==> src/rtl/pb_io_pkg.sv <==
// ============================================================================
//  Module      : pb_io_pkg
//  Description : Shared constants, interrupt FSM state type and port-decode
//                helpers for the KCPSM6 I/O and interrupt hub.
//  Revision    : 1.0 - initial release
// ============================================================================
`default_nettype none

package pb_io_pkg;

    // Interrupt controller register addresses; these win over port decode
    localparam logic [7:0] IRQ_STAT_ADDR = 8'hF0;
    localparam logic [7:0] IRQ_MASK_ADDR = 8'hF1;
    localparam logic [7:0] IRQ_CLR_ADDR  = 8'hF2;

    typedef enum logic [1:0] {
        IDLE = 2'd0,
        REQ  = 2'd1,
        SVC  = 2'd2
    } irq_state_t;

    // General port decode: one-hot matches a single set bit, binary an index
    function automatic logic port_hit(input logic [7:0] id, input int idx,
                                      input bit onehot);
        logic [7:0] idx8;
        idx8 = idx[7:0];
        if (onehot) begin
            return (idx < 8) && (id == (8'd1 << idx8));
        end
        return id == idx8;
    endfunction

    // Constant-port decode: one-hot tests a single bit, binary the low nibble
    function automatic logic kport_hit(input logic [7:0] id, input int idx,
                                       input bit onehot);
        logic [7:0] idx8;
        idx8 = idx[7:0];
        if (onehot) begin
            return id[idx8[2:0]];
        end
        return id[3:0] == idx8[3:0];
    endfunction

endpackage

`default_nettype wire

==> src/rtl/pb_irq_ctrl.sv <==
// ============================================================================
//  Module      : pb_irq_ctrl
//  Description : Interrupt source capture, pending/mask registers and the
//                request/acknowledge/service handshake with KCPSM6.
//                Build option PB_IO_HUB_LEVEL_IRQ_EN selects level-sensitive
//                sources instead of rising-edge capture.
//  Revision    : 1.0 - initial release
// ============================================================================
`default_nettype none

module pb_irq_ctrl
    import pb_io_pkg::*;
#(
    parameter int N_IRQ = 4
) (
    input  logic             clk_i,
    input  logic             rst_ni,
    input  logic [N_IRQ-1:0] irq_req_i,
    input  logic             wr_i,
    input  logic [7:0]       addr_i,
    input  logic [N_IRQ-1:0] data_i,
    input  logic             ack_i,
    output logic [N_IRQ-1:0] pending_o,
    output logic [N_IRQ-1:0] mask_o,
    output logic             interrupt_o
);

    logic [N_IRQ-1:0] pending_q, pending_d;
    logic [N_IRQ-1:0] mask_q, mask_d;
    logic [N_IRQ-1:0] set_d, clr_d;
    irq_state_t       state_q, state_d;

`ifdef PB_IO_HUB_LEVEL_IRQ_EN
    // Level mode: an asserted source re-sets its pending bit every cycle
    always_comb set_d = irq_req_i;
`else
    logic [N_IRQ-1:0] req_prev_q;

    // Previous source sample for rising-edge detection
    always_ff @(posedge clk_i or negedge rst_ni) begin
        if (!rst_ni) req_prev_q <= '0;
        else         req_prev_q <= irq_req_i;
    end

    // Edge mode: only a 0->1 transition sets a pending bit
    always_comb set_d = irq_req_i & ~req_prev_q;
`endif

    // Pending/mask next state and interrupt handshake FSM
    always_comb begin
        clr_d       = (wr_i && addr_i == IRQ_CLR_ADDR) ? data_i : '0;
        pending_d   = (pending_q & ~clr_d) | set_d;   // set beats clear
        mask_d      = (wr_i && addr_i == IRQ_MASK_ADDR) ? data_i : mask_q;
        state_d     = state_q;
        interrupt_o = 1'b0;
        case (state_q)
            IDLE: if (|(pending_q & mask_q)) state_d = REQ;
            REQ: begin
                interrupt_o = 1'b1;
                if (ack_i) state_d = SVC;
            end
            SVC:  if (wr_i && addr_i == IRQ_CLR_ADDR) state_d = IDLE;
            default: state_d = IDLE;
        endcase
    end

    // Interrupt controller state registers
    always_ff @(posedge clk_i or negedge rst_ni) begin
        if (!rst_ni) begin
            pending_q <= '0;
            mask_q    <= '0;
            state_q   <= IDLE;
        end else begin
            pending_q <= pending_d;
            mask_q    <= mask_d;
            state_q   <= state_d;
        end
    end

    assign pending_o = pending_q;
    assign mask_o    = mask_q;

endmodule

`default_nettype wire

==> src/rtl/pb_io_hub.sv <==
// ============================================================================
//  Module      : pb_io_hub
//  Description : Parametrised KCPSM6 I/O and interrupt hub: general and
//                constant output ports with write pulses, registered input
//                read mux with read-acknowledge pulses, and a maskable
//                interrupt controller. Build option PB_IO_HUB_LEVEL_IRQ_EN
//                makes interrupt sources level-sensitive.
//  Revision    : 1.0 - initial release
// ============================================================================
`default_nettype none

module pb_io_hub
    import pb_io_pkg::*;
#(
    parameter int N_IN   = 4,
    parameter int N_OUT  = 4,
    parameter int N_KOUT = 2,
    parameter int N_IRQ  = 4,
    parameter int ONEHOT = 1
) (
    input  logic                clk_i,
    input  logic                rst_ni,
    input  logic [7:0]          port_id_i,
    input  logic [7:0]          out_port_i,
    input  logic                write_strobe_i,
    input  logic                k_write_strobe_i,
    input  logic                read_strobe_i,
    output logic [7:0]          in_port_o,
    output logic                interrupt_o,
    input  logic                interrupt_ack_i,
    input  logic [8*N_IN-1:0]   in_data_i,
    output logic [8*N_OUT-1:0]  out_data_o,
    output logic [N_OUT-1:0]    out_wr_o,
    output logic [8*N_KOUT-1:0] kout_data_o,
    output logic [N_IN-1:0]     in_rd_o,
    input  logic [N_IRQ-1:0]    irq_req_i
);

    localparam bit ONEHOT_B = (ONEHOT != 0);

    logic                is_ctrl;
    logic [N_OUT-1:0]    out_hit;
    logic [N_IN-1:0]     in_hit;
    logic [N_KOUT-1:0]   kout_sel;
    logic                k_found;
    logic [7:0]          rd_mux;
    logic [N_IRQ-1:0]    pending, mask;

    logic [8*N_OUT-1:0]  out_q;
    logic [N_OUT-1:0]    wr_q;
    logic [8*N_KOUT-1:0] kout_q;
    logic [7:0]          in_port_q;
    logic [N_IN-1:0]     rd_q;

    // Address decode; control addresses suppress every port hit
    always_comb begin
        is_ctrl  = port_id_i inside {IRQ_STAT_ADDR, IRQ_MASK_ADDR, IRQ_CLR_ADDR};
        out_hit  = '0;
        in_hit   = '0;
        kout_sel = '0;
        k_found  = 1'b0;
        for (int i = 0; i < N_OUT; i++) out_hit[i] = !is_ctrl && port_hit(port_id_i, i, ONEHOT_B);
        for (int i = 0; i < N_IN; i++)  in_hit[i]  = !is_ctrl && port_hit(port_id_i, i, ONEHOT_B);
        // Several one-hot bits may be set; the lowest constant port wins
        for (int j = 0; j < N_KOUT; j++) begin
            if (!k_found && !is_ctrl && kport_hit(port_id_i, j, ONEHOT_B)) begin
                kout_sel[j] = 1'b1;
                k_found     = 1'b1;
            end
        end
    end

    // Read data selection; IRQ_CLR and unmapped addresses read zero
    always_comb begin
        rd_mux = 8'h00;
        if (port_id_i == IRQ_STAT_ADDR) begin
            rd_mux[N_IRQ-1:0] = pending;
        end else if (port_id_i == IRQ_MASK_ADDR) begin
            rd_mux[N_IRQ-1:0] = mask;
        end else begin
            for (int i = 0; i < N_IN; i++) begin
                if (in_hit[i]) rd_mux = in_data_i[8*i +: 8];
            end
        end
    end

    // Output registers, write pulses, registered read data and read acks
    always_ff @(posedge clk_i or negedge rst_ni) begin
        if (!rst_ni) begin
            out_q     <= '0;
            wr_q      <= '0;
            kout_q    <= '0;
            in_port_q <= '0;
            rd_q      <= '0;
        end else begin
            for (int i = 0; i < N_OUT; i++) begin
                if (write_strobe_i && out_hit[i]) out_q[8*i +: 8] <= out_port_i;
            end
            for (int j = 0; j < N_KOUT; j++) begin
                if (k_write_strobe_i && kout_sel[j]) kout_q[8*j +: 8] <= out_port_i;
            end
            wr_q      <= {N_OUT{write_strobe_i}} & out_hit;
            in_port_q <= rd_mux;
            rd_q      <= {N_IN{read_strobe_i}} & in_hit;
        end
    end

    pb_irq_ctrl #(
        .N_IRQ (N_IRQ)
    ) u_irq_ctrl (
        .clk_i       (clk_i),
        .rst_ni      (rst_ni),
        .irq_req_i   (irq_req_i),
        .wr_i        (write_strobe_i),
        .addr_i      (port_id_i),
        .data_i      (out_port_i[N_IRQ-1:0]),
        .ack_i       (interrupt_ack_i),
        .pending_o   (pending),
        .mask_o      (mask),
        .interrupt_o (interrupt_o)
    );

    assign out_data_o  = out_q;
    assign out_wr_o    = wr_q;
    assign kout_data_o = kout_q;
    assign in_port_o   = in_port_q;
    assign in_rd_o     = rd_q;

endmodule

`default_nettype wire

==> config.mk <==
export PLATFORM = sky130hd
export DESIGN_NAME = pb_io_hub
export DESIGN_NICKNAME = d
export VERILOG_FILES = /design/src/rtl/pb_io_pkg.sv /design/src/rtl/pb_irq_ctrl.sv /design/src/rtl/pb_io_hub.sv
export SDC_FILE = /design/constraint.sdc
export NUM_CORES = 1
export LEC_CHECK = 0
export BUFFER_PORTS_ARGS = -buffer_cell sky130_fd_sc_hd__buf_2
export CAP_MARGIN = 15
export CORE_AREA = 5 5 101 103
export DETAILED_ROUTE_END_ITERATION = 8
export DIE_AREA = 0 0 106 108
export SETUP_SLACK_MARGIN = 0.05
export SKIP_LAST_GASP = 1
export SYNTH_ARGS = -nofsm -noshare
export SYNTH_HDL_FRONTEND = slang
export SYNTH_SLANG_ARGS = --single-unit
==> constraint.sdc <==
create_clock -name clk_i -period 1.3 [get_ports clk_i]
set_input_delay 0.26 -clock clk_i [delete_from_list [all_inputs] [get_ports clk_i]]
set_output_delay 0.26 -clock clk_i [all_outputs]
set_load 0.02 [all_outputs]
==> flow_summary.ini, run 1 <==
[setup_path]
critical_path_class = in2reg
r2r_cells = 2
crit_arrival_ns = 1.74
crit_path_start_kind = input pin
ff2ff_setup_slack_ns = 0.21
worstSetupEndpointType = flop
r2r-end = u_irq_ctrl.state_q[0]$_DFFE_PN0P_
critPathRequiredTime_ns = 1.53
reg2reg_from = u_irq_ctrl.mask_o[1]$_DFFE_PN0P_
cp_max_fo = 5

[die]
die_w_um = 106
die_y_um = 108
start_util_pct = 35.0
core_um2 = 9110
dieArea_um2 = 11400
core.rowCount = 35
ioPinCount = 123

[yosys]
synth-xor-area-share_pct = 0
synthMuxAreaShare_pct = 19.6
synth_cell_types = 35
synth_nets = 284
netlist_area_um2 = 3190
synth_warnings = 0
synth-compound-area-share_pct = 8.12
synthTopCellsByArea = dfrtp_1 (61%), mux2_2 (18%), a22oi_1 (2.1%)
synth_area_leader_cell = dfrtp_1
synth-seq-cells = 78
synth_top_area_share_pct = 61.2
synth_top_family_by_area = multiplexers
synth-simple-area-share_pct = 8.79
synth_seq_area_share_pct = 61.2
syn_area_per_cell_um2 = 14.1
synthAdderAreaFrac_pct = 0
syn-instance-count = 226

[grt]
grt_max_degree = 79
gr-usage-all-layers_pct = 16.2
grt_pass1_wl_mm = 14.4
antenna_found_initial = 0
top_usage_layer = met2
grt_util_met3_pct = 5.07
met2_usage_pct = 26.6
grt_overflow = 0
grt_use_met1_pct = 20.9
grt_pass1_vias = 2709

[clocking]
cts.path.max_buffers = 2
cts_root_buffer = clkbuf_8
cts_tree = yes
numCtsBuffers = 9
clkLatencyLatePin_ns = 0.34
htree_levels = 3
clk_pin_slew_ns = 0.08
clkSinkCount = 78

[finish]
antenna_cells = 0
finalNonFillerCells = 507
nets = 449
drive_gt1_share_pct = 64.1
syn_to_final_growth_pct = 48.9

[routing]
drtAntennaViolNets = 0
dr.pass1.iters = 4
wirelength_mm = 9.00
via_count = 2509
wl_per_cell_um = 17.8
vias_per_cell = 4.95
drtIter0Drc = 80
drc = 0

[power]
p_leak_nw = 2.50
peakVddDrop_mv = 0.502
fin_total_pwr_mw = 5.61
p_per_area_nw_per_um2 = 1180

[hold_path]
whs_path_depth = 1
hp-class = in2reg
holdPathEnd = u_irq_ctrl.req_prev_q[0]$_DFF_PN0_
worstHoldStart = irq_req_i[0]

[status]
violations = setup timing
status = finished, violations left

[sta]
fin_crit_sh_pct = 117
period_needed_ns = 1.52
rsz0062_at_grt = yes
fmax_mhz = 659
setup_viol = 42
tightest_slew_ns = 0.428
finalHoldViolCount = 0
finClkSkew_ns = 0.00653
layout_setup_ws_ns = -0.218
drv_slew = 0
slew_headroom_pct = 71.4

[flow_run]
maxCapViolCount = 0

[placement]
place_ws_ns = -0.623
placed_cells_incl_taps = 479
hpwl_mm = 6.14
gp_congestion = 0.764
port_buffers = 122
==> worst max-delay path by stage <==
stage,start,endpoint,cells after the start
after floorplan,port_id_i[4],in_port_o[0]$_DFF_PN0_,5
after global placement,port_id_i[4],out_data_o[23]$_DFFE_PN0P_,5
after detailed placement,port_id_i[4],out_data_o[16]$_DFFE_PN0P_,5
after CTS,port_id_i[4],in_port_o[0]$_DFF_PN0_,5
after global routing,port_id_i[4],out_data_o[16]$_DFFE_PN0P_,6
final,port_id_i[4],out_data_o[16]$_DFFE_PN0P_,6
==> worst max-delay path, stage by stage <==
cell	delay, ns
buf_6	0.09
or4_4	0.58
nor4b_4	0.24
buf_6	0.18
nand2_8	0.08
mux2_4	0.30
==> power by group <==
| part | total, mW | internal [mW] | switching, mW |
|---|---|---|---|
| logic | 1.03 | 0.482 | 0.551 |
| clock network | 1.89 | 0.993 | 0.899 |
| registers | 2.69 | 2.60 | 0.0915 |
| total | 5.61 | 4.07 | 1.54 |
==> stage by stage <==
step                TNS [ns]  instance area (um2)  hold slack (ns)  utilization (%)
detailed placement    -33.86                 4240            0.321             46.6
global placement      -33.32                 4240            0.318             46.6
global route           -6.20                 4750           0.0109             52.1
CTS                    -4.77                 4700           0.0168             51.6
finish                 -5.14                 4750           0.0349             52.1
floorplan             -16.74                 3290          -0.0356                -
==> layout by cell type, fill, tap and decap left out, drive strengths merged, types with 4 or more instances in the layout <==
cell type  netlist  routed
buf              2     158
dfrtp           78      78
mux2            52      52
clkbuf           6      11
nand2            9      10
a22oi            9       9
inv              8       9
nor2             7       7
o22ai            6       6
nand3            3       5
a21oi            5       5
nor2b            5       5
a22o             4       4
o22a             4       4
mux2i            4       4
==> state kept, by name (all words and copies together) (netlist names), 4 cells and up <==
register,flops
out_data_o,32
kout_data_o,16
in_port_o,8
in_rd_o,4
out_wr_o,4
u_irq_ctrl.mask_o,4
u_irq_ctrl.pending_o,4
u_irq_ctrl.req_prev_q,4
==> synthesized netlist by cell type (all sizes together) <==
cell type / instances
nand4: 1
nand3b: 1
nor4b: 2
nor2: 7
nor3: 1
or4: 2
nand2b: 1
nor4: 3
a22oi: 9
and3: 3
a21oi: 5
or3: 2
o311a: 1
nor2b: 5
a221o: 3
and2: 2
dfrtp: 78
o22a: 4
a22o: 4
clkbuf: 6
nand3: 3
inv: 8
o22ai: 6
buf: 2
nand2: 9
a222oi: 1
a221oi: 1
mux2i: 4
mux2: 52
==> layer usage <==
metal,wire [um],share of wire [%]
met3,621,6.9
met1,3900,43
met2,4370,48
met4,114,1.3
met5,0,0
==> cells by family (layout without fill, tap and decap cells) <==
group / after synthesis / in the layout
flops: 78 / 78
mux: 56 / 56
simple gates: 42 / 45
compound gates: 34 / 34
buf+inv: 16 / 183
==> area by class of cell <==
class                      instances  area [um2]
fill                             812        4360
multi-input combinational        135        1420
tap                              111         139
clock inverter                     5        56.3
timing repair buffer             159         997
clock buffer                      11         151
inverter                           8        30.0
sequential                        78        1950
==> timing repair <==
item / CTS / global route
hold buffers: 1 / 0
buffers inserted: 9 / 3
endpoints found under the setup margin: 61 / 69
cloned: 3 / 0
pin swaps: 3 / 6
endpoints found under the hold margin: 78 / 0
gates resized for setup: 28 / 10
Note: power is estimated with default switching activity, not from simulation.
==> inputs of run 2 (changes only) <==
--- a/config.mk
+++ b/config.mk
@@ -10,6 +10,7 @@
 export CORE_AREA = 5 5 101 103
 export DETAILED_ROUTE_END_ITERATION = 8
 export DIE_AREA = 0 0 106 108
+export HOLD_SLACK_MARGIN = 0.15
 export SETUP_SLACK_MARGIN = 0.05
 export SKIP_LAST_GASP = 1
 export SYNTH_ARGS = -nofsm -noshare
==> run 2 against run 1 <==
The flow still finishes with violations (setup timing); register-to-register slack barely moved; count of clock-buffer cells in the layout unchanged; combinational power about the same; critical endpoint unchanged; sequential share of layout area fell by 0.93 points; die area stayed put; first-iteration DRC count down 2.5%; setup slack got worse by 0.0022 ns; via count is 1.4% higher; power grew 0.43%; utilization increased by 1.2 points.
==> flow_summary.ini, run 2 (same netlist as run 1, synthesis figures left out) <==
[sta]
drv_slew = 0
fmax_mhz = 658
finClkSkew_ns = 0.00651
setup_viol = 42
slew_headroom_pct = 71.4
period_needed_ns = 1.52
finalHoldViolCount = 0
rsz0062_at_grt = yes
layout_setup_ws_ns = -0.220
fin_crit_sh_pct = 117
tightest_slew_ns = 0.430

[die]
dieArea_um2 = 11400
die_y_um = 108
die_w_um = 106
ioPinCount = 123
start_util_pct = 35.0
core.rowCount = 35
core_um2 = 9110

[grt]
top_usage_layer = met2
grt_max_degree = 79
grt_use_met1_pct = 21.1
met2_usage_pct = 27.6
grt_pass1_wl_mm = 14.7
grt_overflow = 0
gr-usage-all-layers_pct = 16.5
grt_pass1_vias = 2774
antenna_found_initial = 0
grt_util_met3_pct = 4.96

[clocking]
htree_levels = 3
cts_root_buffer = clkbuf_8
numCtsBuffers = 9
clkSinkCount = 78
cts_tree = yes
clkLatencyLatePin_ns = 0.34
clk_pin_slew_ns = 0.08
cts.path.max_buffers = 2

[finish]
final_common_cell = buf_2
syn_to_final_growth_pct = 52.3
largest_reg_flops = 32
utilization_pct = 53.3
nets = 460
antenna_cells = 0
finalInstanceArea_um2 = 4860
final_cell_mix = buf_2 (118), dfrtp_1 (78), mux2_2 (40), buf_4 (26)
fillCellCount = 803
ff_latch_area_um2 = 1950
drive_gt1_share_pct = 62.4
multi_input_area_um2 = 1420

[power]
peakVddDrop_mv = 0.502
p_leak_nw = 2.55
p_per_area_nw_per_um2 = 1160
fin_total_pwr_mw = 5.64

[setup_path]
crit_arrival_ns = 1.75
worstSetupEndpointType = flop
cp_max_fo = 5
critical_path_class = in2reg
critPathRequiredTime_ns = 1.52
crit_path_start_kind = input pin

[routing]
drtAntennaViolNets = 0
drtIter0Drc = 78
dr.pass1.iters = 4
wirelength_mm = 9.13
vias_per_cell = 4.91
drc = 0
wl_per_cell_um = 17.6
via_count = 2544

[hold_path]
hp-class = in2reg

[status]
violations = setup timing
status = finished, violations left

[flow_run]
maxCapViolCount = 0

[placement]
hpwl_mm = 6.14
gp_congestion = 0.764
port_buffers = 122
post_dp_cell_area_um2 = 4240
==> run 2: changes by cell type in the layout (fill, tap and decap cells not counted) <==
cell,change
dlygate4sd3_1,+11
==> run 2: per-layer routing <==
layer  share of wire, %  vias up
met5                  0        -
met4                1.1        0
met2                 49       85
li1                   -     1191
met1                 44     1262
met3                6.2        6
==> run 2: final timing paths <==
| check | start | end | slack (ns) | cells after the start |
|---|---|---|---|---|
| min reg2reg | out_data_o[28]$_DFFE_PN0P_ | out_data_o[28]$_DFFE_PN0P_ | 0.50 | 1 |
| min in group asynchronous | rst_ni | out_wr_o[3]$_DFF_PN0_ | 0.47 | 3 |
| max | port_id_i[4] | out_data_o[16]$_DFFE_PN0P_ | -0.22 | 6 |
| max in group asynchronous | rst_ni | in_port_o[0]$_DFF_PN0_ | 0.48 | 3 |
| min | in_data_i[22] | in_port_o[6]$_DFF_PN0_ | 0.17 | 2 |
| max reg2reg | u_irq_ctrl.mask_o[1]$_DFFE_PN0P_ | u_irq_ctrl.state_q[0]$_DFFE_PN0P_ | 0.20 | 2 |
==> run 2: power breakdown <==
part | internal (mW) | switching (mW)
Combinational | 0.504 | 0.555
Clock | 0.993 | 0.897
Sequential | 2.60 | 0.0917
Total | 4.09 | 1.54
==> run 2: cell type report <==
cell class / instances / area share, %
Sequential cell: 78 / 40.2
Tap cell: 111 / 2.86
Multi-Input combinational cell: 135 / 29.3
Inverter: 8 / 0.618
Timing Repair Buffer: 170 / 22.8
Clock inverter: 5 / 1.16
Clock buffer: 11 / 3.12
==> run 2: critical path, stage by stage <==
cell     delay [ns]
buf_6          0.09
or4_4          0.58
nor4b_4        0.24
buf_6          0.18
nand2_8        0.08
mux2_4         0.30
==> run 2: stage by stage <==
stage                     instances  setup slack [ns]  hold slack (ns)  TNS, ns
after global placement          479            -0.581            0.318   -33.32
after detailed placement        479            -0.623            0.321   -33.86
after CTS                       517            -0.192            0.155    -4.77
final                           518            -0.220            0.171    -5.20
after floorplan                 226            -0.410          -0.0356   -16.74
after global routing            518            -0.213            0.152    -6.22
==> run 2: repair_timing <==
item | in CTS | in global routing
hold buffers | 12 | 0
setup buffers | 9 | 3
setup endpoints to repair | 61 | 69
gates cloned | 3 | 0
gates resized for setup | 28 | 10
pin swaps | 3 | 6
hold endpoints to repair | 90 | 0
==> inputs of run 3 (changes only) <==
--- a/config.mk
+++ b/config.mk
@@ -12,6 +12,7 @@
 export DIE_AREA = 0 0 106 108
 export HOLD_SLACK_MARGIN = 0.15
 export SETUP_SLACK_MARGIN = 0.05
+export SKIP_CTS_REPAIR_TIMING = 1
 export SKIP_LAST_GASP = 1
 export SYNTH_ARGS = -nofsm -noshare
 export SYNTH_HDL_FRONTEND = slang
==> run 3 against run 2 <==
The flow still finishes with violations (setup timing); count of clock-buffer cells in the layout is the same; cell area fell by 1.5%; non-clock buffer count is 5 lower; sequential cell count unchanged; setup slack got worse by 0.016 ns; via count is 0.79% lower; critical endpoint is now in_port_o[0]$_DFF_PN0_.
==> flow_summary.ini, run 3 (same netlist as run 1, synthesis figures left out) <==
[status]
status = finished, violations left
violations = setup timing

[sta]
fmax_mhz = 651
slew_headroom_pct = 71.4
tightest_slew_ns = 0.429
rsz0062_at_grt = yes
setup_viol = 51
finalHoldViolCount = 0
layout_setup_ws_ns = -0.236
drv_slew = 0
hold_slack_ns = 0.157
fin_crit_sh_pct = 118
finClkSkew_ns = 0.00498
period_needed_ns = 1.54

[clocking]
clkSinkCount = 78
cts_root_buffer = clkbuf_8
cts.path.max_buffers = 2
clk_pin_slew_ns = 0.08
numCtsBuffers = 9
cts_tree = yes
clkLatencyLatePin_ns = 0.34
htree_levels = 3

[die]
dieArea_um2 = 11400
ioPinCount = 123
start_util_pct = 35.0
die_y_um = 108
die_w_um = 106
core.rowCount = 35
core_um2 = 9110

[grt]
grt_pass1_vias = 2602
grt_max_degree = 79
gr-usage-all-layers_pct = 15.2
grt_pass1_wl_mm = 13.5
antenna_found_initial = 0
grt_overflow = 0

[routing]
drtIter0Drc = 91
wl_per_cell_um = 17.8
via_count = 2524
drc = 0
vias_per_cell = 4.92
dr.pass1.iters = 4
drtAntennaViolNets = 0
wirelength_mm = 9.14

[finish]
fillCellCount = 828
final_cell_mix = buf_2 (118), dfrtp_1 (78), mux2_2 (41), buf_4 (23)
final_common_cell = buf_2
finalNonFillerCells = 513
nets = 455
syn_to_final_growth_pct = 50.1
finalInstanceArea_um2 = 4790
antenna_cells = 0
drive_gt1_share_pct = 62.7
largest_reg_flops = 32

[placement]
post_dp_cell_area_um2 = 4240
placed_cells_incl_taps = 479
port_buffers = 122
gp_congestion = 0.764
place_ws_ns = -0.623
hpwl_mm = 6.14

[setup_path]
critical_path_class = in2reg
crit_path_start_kind = input pin
worstSetupEndpointType = flop
critPathRequiredTime_ns = 1.55
crit_arrival_ns = 1.79
cp_max_fo = 5

[power]
p_leak_nw = 2.52
clkPwrFrac_pct = 33.9
power.internal_mw = 4.06
p_per_area_nw_per_um2 = 1170
switching_power_mw = 1.53
fin_total_pwr_mw = 5.59
seqPwrFrac_pct = 48.1
switching_share_pct = 27.4
combPwrFrac_pct = 18.0
peakVddDrop_mv = 0.508

[flow_run]
maxCapViolCount = 0

[hold_path]
hp-class = in2reg
==> run 3: stage by stage <==
step / util (%) / TNS, ns
final: 52.6 / -6.47
after global routing: 52.6 / -7.66
after CTS: 48.8 / -8.98
after detailed placement: 46.6 / -33.86
after global placement: 46.6 / -33.32
after floorplan: - / -16.74
==> run 3: power by group through the flow <==
stage / Sequential [mW] / Clock, mW / Combinational (mW)
after global routing: 2.71 / 2.06 / 1.08
after floorplan: 2.90 / 0 / 0.293
final: 2.69 / 1.89 / 1.00
after global placement: 2.73 / 0 / 0.892
after detailed placement: 2.74 / 0 / 0.903
after CTS: 2.69 / 1.95 / 0.905
==> run 3: metal layers <==
layer | up-vias | part of all wire [%] | GRT usage, %
li1 | 1183 | - | -
met4 | 0 | 1.6 | 4.90
met2 | 88 | 48 | 24.5
met5 | - | 0 | 0
met3 | 10 | 6.5 | 5.19
met1 | 1243 | 44 | 19.5
==> run 3: path summary, 6_finish.rpt <==
kind	from	endpoint	slack [ns]	cells after the start
setup / recovery	port_id_i[4]	in_port_o[0]$_DFF_PN0_	-0.24	5
hold / removal	in_data_i[31]	in_port_o[7]$_DFF_PN0_	0.16	2
setup reg to reg	u_irq_ctrl.mask_o[1]$_DFFE_PN0P_	u_irq_ctrl.state_q[0]$_DFFE_PN0P_	0.27	2
hold reg to reg	u_irq_ctrl.state_q[1]$_DFFE_PN0P_	u_irq_ctrl.state_q[0]$_DFFE_PN0P_	0.49	1
max in group asynchronous	rst_ni	in_port_o[0]$_DFF_PN0_	0.48	3
min in group asynchronous	rst_ni	out_wr_o[3]$_DFF_PN0_	0.47	3
==> run 3: layout make-up <==
cell class	count	area [um2]	area share [%]
flip-flops and latches	78	1950	40.8
clock buffers	11	151	3.16
repair buffers	165	1070	22.3
inverters	8	30.0	0.627
clock inverters	5	56.3	1.18
multi-input cells	135	1390	29.1
well taps	111	139	2.90
==> run 3: critical path: stages <==
cell	delay [ns]
buf_6	0.09
or4_4	0.59
or3_4	0.42
o22a_1	0.23
o22ai_1	0.20
